==> config.mk <==
export PLATFORM = sky130hd
export DESIGN_NAME = eth_rx_slot_writer
export DESIGN_NICKNAME = d
export VERILOG_FILES = /design/src/rtl/eth_rx_pkg.sv /design/src/rtl/eth_rx_slot_queue.sv /design/src/rtl/eth_rx_slot_writer.sv
export SDC_FILE = /design/constraint.sdc
export NUM_CORES = 1
export LEC_CHECK = 0
export BUFFER_PORTS_ARGS = -buffer_cell sky130_fd_sc_hd__buf_2
export CAP_MARGIN = 40
export CORE_MARGIN = 2
export CORE_UTILIZATION = 35
export DETAILED_ROUTE_END_ITERATION = 8
export MAX_ROUTING_LAYER = met4
export PLACE_DENSITY = 0.64
export SYNTH_ARGS = -nofsm -noshare
export SYNTH_HDL_FRONTEND = slang
export SYNTH_SLANG_ARGS = --single-unit
==> constraint.sdc <==
create_clock -name clk_i -period 3.06 [get_ports clk_i]
set_input_delay 0.306 -clock clk_i [delete_from_list [all_inputs] [get_ports clk_i]]
set_output_delay 0.306 -clock clk_i [all_outputs]
set_load 0.005 [all_outputs]
==> src/rtl/eth_rx_pkg.sv <==
// Shared types and constants for the Ethernet RX slot writer.
// Four 4 KiB slots are addressed by buffer address bits [12:11].
package eth_rx_pkg;

  localparam int NSLOT   = 4;
  localparam int SLOT_AW = 11;
  localparam int LEN_W   = 12;

  typedef logic [1:0]       slot_t;
  typedef logic [LEN_W-1:0] len_t;

  typedef enum logic [1:0] {
    IDLE,
    RECV,
    DROP
  } rx_state_e;

  typedef struct packed {
    logic vld;
    len_t len;
  } commit_t;

endpackage

==> src/rtl/eth_rx_slot_queue.sv <==
// In-order completion queue of committed frame slots with per-slot length.
// A commit arrives one cycle after the frame's last byte and lands a cycle later.
module eth_rx_slot_queue
  import eth_rx_pkg::*;
(
  input  logic    clk_i,
  input  logic    rst_ni,
  input  commit_t commit_i,
  input  logic    rel_i,
  output logic    full_o,
  output slot_t   wr_slot_o,
  output logic    frm_valid_o,
  output slot_t   frm_slot_o,
  output len_t    frm_len_o
);

  slot_t      wr_q, rd_q, wr_d, rd_d;
  logic [2:0] cnt_q, cnt_d;
  len_t       len_q [NSLOT];
  commit_t    pend_q;
  logic       rel_ok;
  logic       frm_valid_q;
  slot_t      frm_slot_q;
  len_t       frm_len_q, head_len;

  always_comb begin
    rel_ok = rel_i && (cnt_q != 3'd0);
    wr_d   = wr_q + slot_t'(pend_q.vld);
    rd_d   = rd_q + slot_t'(rel_ok);
    cnt_d  = cnt_q + 3'(pend_q.vld) - 3'(rel_ok);
    // The slot being committed becomes the head when the queue drains to it.
    head_len = (pend_q.vld && (wr_q == rd_d)) ? pend_q.len : len_q[rd_d];
  end

  // A frame starting now must see the commit still in flight.
  assign full_o    = (cnt_q + 3'(pend_q.vld)) >= 3'(NSLOT);
  assign wr_slot_o = wr_d;

  always_ff @(posedge clk_i or negedge rst_ni) begin
    if (!rst_ni) begin
      wr_q        <= '0;
      rd_q        <= '0;
      cnt_q       <= '0;
      pend_q      <= '0;
      frm_valid_q <= 1'b0;
      frm_slot_q  <= '0;
      frm_len_q   <= '0;
      for (int i = 0; i < NSLOT; i++) len_q[i] <= '0;
    end else begin
      pend_q <= commit_i;
      if (pend_q.vld) len_q[wr_q] <= pend_q.len;
      wr_q        <= wr_d;
      rd_q        <= rd_d;
      cnt_q       <= cnt_d;
      frm_valid_q <= (cnt_d != 3'd0);
      frm_slot_q  <= rd_d;
      frm_len_q   <= head_len;
    end
  end

  assign frm_valid_o = frm_valid_q;
  assign frm_slot_o  = frm_slot_q;
  assign frm_len_o   = frm_len_q;

endmodule

==> src/rtl/eth_rx_slot_writer.sv <==
// MAC RX byte stream to RX buffer port-A writer with slot allocation and drop counting.
// Slot availability is decided once, on the first byte of each frame.
module eth_rx_slot_writer
  import eth_rx_pkg::*;
#(
  parameter int MAX_LEN = 1522
) (
  input  logic        clk_i,
  input  logic        rst_ni,
  input  logic [7:0]  rx_data_i,
  input  logic        rx_valid_i,
  input  logic        rx_last_i,
  input  logic        rx_err_i,
  output logic        mem_en_o,
  output logic [1:0]  mem_we_o,
  output logic [12:0] mem_addr_o,
  output logic [15:0] mem_wdata_o,
  output logic        frm_valid_o,
  output logic [1:0]  frm_slot_o,
  output logic [11:0] frm_len_o,
  input  logic        rel_i,
  output logic [15:0] drop_cnt_o
);

  rx_state_e   state_q, state_d;
  len_t        len_q, len_d;
  slot_t       slot_q, slot_d;
  logic [15:0] drop_q, drop_d;
  logic        mem_en_q, mem_en_d;
  logic [1:0]  mem_we_q, mem_we_d;
  logic [12:0] mem_addr_q, mem_addr_d;
  logic [15:0] mem_wdata_q, mem_wdata_d;

  commit_t commit_d;
  logic    q_full;
  slot_t   q_wr_slot;
  logic    drop_evt, wr_byte;
  len_t    wr_off;
  slot_t   wr_slot;

  eth_rx_slot_queue u_queue (
    .clk_i       (clk_i),
    .rst_ni      (rst_ni),
    .commit_i    (commit_d),
    .rel_i       (rel_i),
    .full_o      (q_full),
    .wr_slot_o   (q_wr_slot),
    .frm_valid_o (frm_valid_o),
    .frm_slot_o  (frm_slot_o),
    .frm_len_o   (frm_len_o)
  );

  always_comb begin
    state_d  = state_q;
    len_d    = len_q;
    slot_d   = slot_q;
    commit_d = '0;
    drop_evt = 1'b0;
    wr_byte  = 1'b0;
    wr_off   = len_q;
    wr_slot  = slot_q;
    if (rx_valid_i) begin
      unique case (state_q)
        IDLE: begin
          if (!q_full) begin
            wr_byte = 1'b1;
            wr_off  = '0;
            wr_slot = q_wr_slot;
            slot_d  = q_wr_slot;
            len_d   = len_t'(1);
            if (rx_last_i) begin
              if (rx_err_i) drop_evt = 1'b1;
              else          commit_d = '{vld: 1'b1, len: len_t'(1)};
            end else begin
              state_d = RECV;
            end
          end else if (rx_last_i) begin
            drop_evt = 1'b1;
          end else begin
            state_d = DROP;
          end
        end
        RECV: begin
          // Oversize: the offending byte is never written.
          if (len_q >= len_t'(MAX_LEN)) begin
            if (rx_last_i) begin
              drop_evt = 1'b1;
              state_d  = IDLE;
            end else begin
              state_d = DROP;
            end
          end else begin
            wr_byte = 1'b1;
            len_d   = len_q + len_t'(1);
            if (rx_last_i) begin
              state_d = IDLE;
              if (rx_err_i) drop_evt = 1'b1;
              else          commit_d = '{vld: 1'b1, len: len_q + len_t'(1)};
            end
          end
        end
        DROP: begin
          if (rx_last_i) begin
            drop_evt = 1'b1;
            state_d  = IDLE;
          end
        end
        default: state_d = IDLE;
      endcase
    end

    mem_en_d    = wr_byte;
    mem_we_d    = wr_byte ? (wr_off[0] ? 2'b10 : 2'b01) : 2'b00;
    mem_addr_d  = wr_byte ? {wr_slot, wr_off[SLOT_AW:1]} : mem_addr_q;
    mem_wdata_d = wr_byte ? {rx_data_i, rx_data_i} : mem_wdata_q;
    drop_d      = (drop_evt && (drop_q != 16'hFFFF)) ? drop_q + 16'd1 : drop_q;
  end

  always_ff @(posedge clk_i or negedge rst_ni) begin
    if (!rst_ni) begin
      state_q     <= IDLE;
      len_q       <= '0;
      slot_q      <= '0;
      drop_q      <= '0;
      mem_en_q    <= 1'b0;
      mem_we_q    <= '0;
      mem_addr_q  <= '0;
      mem_wdata_q <= '0;
    end else begin
      state_q     <= state_d;
      len_q       <= len_d;
      slot_q      <= slot_d;
      drop_q      <= drop_d;
      mem_en_q    <= mem_en_d;
      mem_we_q    <= mem_we_d;
      mem_addr_q  <= mem_addr_d;
      mem_wdata_q <= mem_wdata_d;
    end
  end

  assign mem_en_o    = mem_en_q;
  assign mem_we_o    = mem_we_q;
  assign mem_addr_o  = mem_addr_q;
  assign mem_wdata_o = mem_wdata_q;
  assign drop_cnt_o  = drop_q;

endmodule

==> impl_metrics.ini <==
[status]
status = finished, final reports clean

[timing]
rsz0062_at_grt = no
skew_ns = 0.00542
setup_ws_ns = 0.486
tightest_slew_ns = 0.788
slew-limit-headroom_pct = 47.3
fin_setup_tns_ns = 0
max_freq_mhz = 389
min_period_ns = 2.57
maxSlewViolCount = 0
setup_viol = 0
min_period_over_period_pct = 84.1
final_hold_viol_count = 0

[die]
boundaryPins = 77
dieWidth_um = 135
die_area_um2 = 18100
coreArea_um2 = 16600
die_height_um = 135
rows = 47
start_util_pct = 35.8

[drt]
routed_via_density = 4.93
vias = 3779
first_pass_iters = 4
drtIter0Drc = 256
wire_per_inst_um = 15.7
drc = 0
ant_nets = 0
routed_wl_um = 12100

[global_route]
antenna_found_initial = 0
grt_pass1_vias = 3857
grt_max_degree = 86
grt_first_pass_wirelength_um = 19900
grtUsageTotal_pct = 14.5
grt-ovfl-total = 0

[layout]
layout_common_cells = dfrtp_1 (137), buf_2 (75), mux2_2 (66)
layout_commonest_cell = dfrtp_1
final_nets = 557
diodes = 0
design_area_um2 = 7150
fillers = 1510
layout-drive-gt1-share_pct = 35.9
syn_to_final_growth_pct = 19.9

[critical_path]
crit_path_end_kind = flip-flop
required_ns = 3.36
criticalPathCategory = flip-flop to flip-flop
crit_fanout = 12
cp.arrival_ns = 2.87
start_kind = flip-flop

[logic_synthesis]
synth_compound_area_share_pct = 5.41
syn_inst = 459
yosys.area_share.simple_pct = 9.15
netlist_area_um2 = 5960
yosys_warnings = 0
synth_top_family_by_area = multiplexers
synthAdderAreaFrac_pct = 1.89
ys_ff_latch = 137
synth_edf_count = 0
synth_nets = 482
synthDistinctLibCells = 48
ys_async_sr_fraction_pct = 100
synth_flop_cell = dfrtp_1
synth_xor_area_share_pct = 4.41
synth.avg_cell_area_um2 = 13.0
muxShareOfSynthArea_pct = 18.3
seq_area_frac_synth_pct = 57.5

[power_and_ir_drop]
ir_drop_uv = 502
p_leak_uw = 0.00345
power_density_nw_per_um2 = 800
fin_total_pwr_uw = 5720

[cts]
cts_max_path_buffers = 2
cts_max_level = 4
path_clk_slew_ns = 0.06
ctsRootBufferMaster = clkbuf_16
clk_latency_ns = 0.41
cts_buffers = 17
cts_resized = 0
postCtsSetupRepairBufs = 0
postCtsHoldBufs = 1
cts_tree = built
clock_sinks = 137

[run]
drv_cap = 0

[placement]
hpwl_um = 8070
io_buffers = 76
place_ws_ns = 0.514
post_dp_cell_area_um2 = 6540
gp_congestion = 0.853

[min_path]
hp-class = input pin to flip-flop
## synth_stat cells (2+ instances only)
cell type,instances,share of area (%)
dfrtp_1,137,57
mux2_2,66,12
nand2_1,37,2.3
xnor2_1,23,3.4
nor2_1,21,1.3
o21ai_1,16,1.3
a21oi_1,14,1.2
nand3_1,13,1.1
mux4_2,12,4.5
nand4_1,11,1.2
buf_4,10,1.3
clkbuf_1,10,0.63
and3_1,9,0.94
ha_1,9,1.9
inv_1,9,0.57
mux2_1,7,1.3
xor2_1,7,1.0
buf_1,6,0.38
buf_2,3,0.25
nor3b_1,3,0.38
nor4_1,3,0.31
o31ai_1,3,0.38
and2_1,2,0.21
and4_1,2,0.29
nand3b_1,2,0.25
or3_1,2,0.21
## kinds of logic (layout without fill, tap and decap cells)
family | count (synthesis) | count (layout)
multiplexers | 85 | 85
buffers and inverters | 39 | 126
AND/OR/NAND/NOR | 110 | 110
adder cells (fa/ha/maj) | 9 | 9
other | 1 | 1
flip-flops | 137 | 137
XOR/XNOR | 30 | 30
AO/OA/AOI/OAI | 48 | 48
## layer usage
layer / vias up / share of wire (%) / track usage, %
li1: 1770 / - / -
met1: 1886 / 46 / 18.5
met2: 110 / 48 / 22.2
met3: 13 / 6.0 / 5.03
met4: 0 / 0.90 / 4.04
met5: - / 0 / -
## power by group
group | internal (uW) | switching (uW)
clock network | 1300 | 753
logic | 642 | 721
registers | 2080 | 230
## registers in the layout, summed over array words and instances, names as in the netlist
| signal | cells |
|---|---|
| mem_en_o | 1 |
| mem_addr_o | 13 |
| state_q | 2 |
| u_queue.frm_len_o | 12 |
| drop_cnt_o | 16 |
| u_queue.frm_valid_o | 1 |
| mem_we_o | 2 |
| u_queue.wr_q | 2 |
| u_queue.rd_q | 2 |
| slot_q | 2 |
| u_queue.len_q | 48 |
| len_q | 12 |
| u_queue.pend_q | 13 |
| mem_wdata_o | 8 |
| u_queue.cnt_q | 3 |
## layout make-up
type	instances	area, um2	share of cell area (%)
tap	220	275	3.85
timing repair buffer	86	477	6.67
multi-input combinational	283	2340	32.7
sequential	137	3430	48.0
clock inverter	11	149	2.08
inverter	9	33.8	0.473
clock buffer	20	447	6.25
## worst max-delay path: stages (launching register included)
cell and delay (ns):
dfrtp_1 0.44, ha_1 0.23, ha_1 0.19, xor2_1 0.47
nor4b_2 0.15, buf_4 0.21, a31oi_2 0.19, buf_4 0.22
mux2_2 0.35
## path summary, 6_finish.rpt
| kind | from | endpoint | slack, ns | cells after the start |
|---|---|---|---|---|
| max | u_queue.pend_q[12] | mem_wdata_o[9] | 0.49 | 8 |
| min | rx_data_i[6] | mem_wdata_o[14] | 0.10 | 2 |
| max reg2reg | u_queue.pend_q[12] | mem_wdata_o[9] | 0.49 | 8 |
| min reg2reg | mem_addr_o[11] | mem_addr_o[11] | 0.48 | 1 |
| max in group asynchronous | rst_ni | u_queue.len_q[43] | 1.77 | 3 |
| min in group asynchronous | rst_ni | u_queue.rd_q[1] | 0.53 | 2 |
## per-stage QoR
step | util, % | instances | hold slack, ns
5_1_grt | 43.0 | 766 | 0.0922
3_5_place_dp | 39.3 | 734 | 0.419
4_1_cts | 43.0 | 766 | 0.0898
6_report | 43.0 | 766 | 0.103
3_3_place_gp | 39.3 | 734 | 0.411
2_1_floorplan | - | 459 | 0.0104
(Power assumes the default switching activity.)
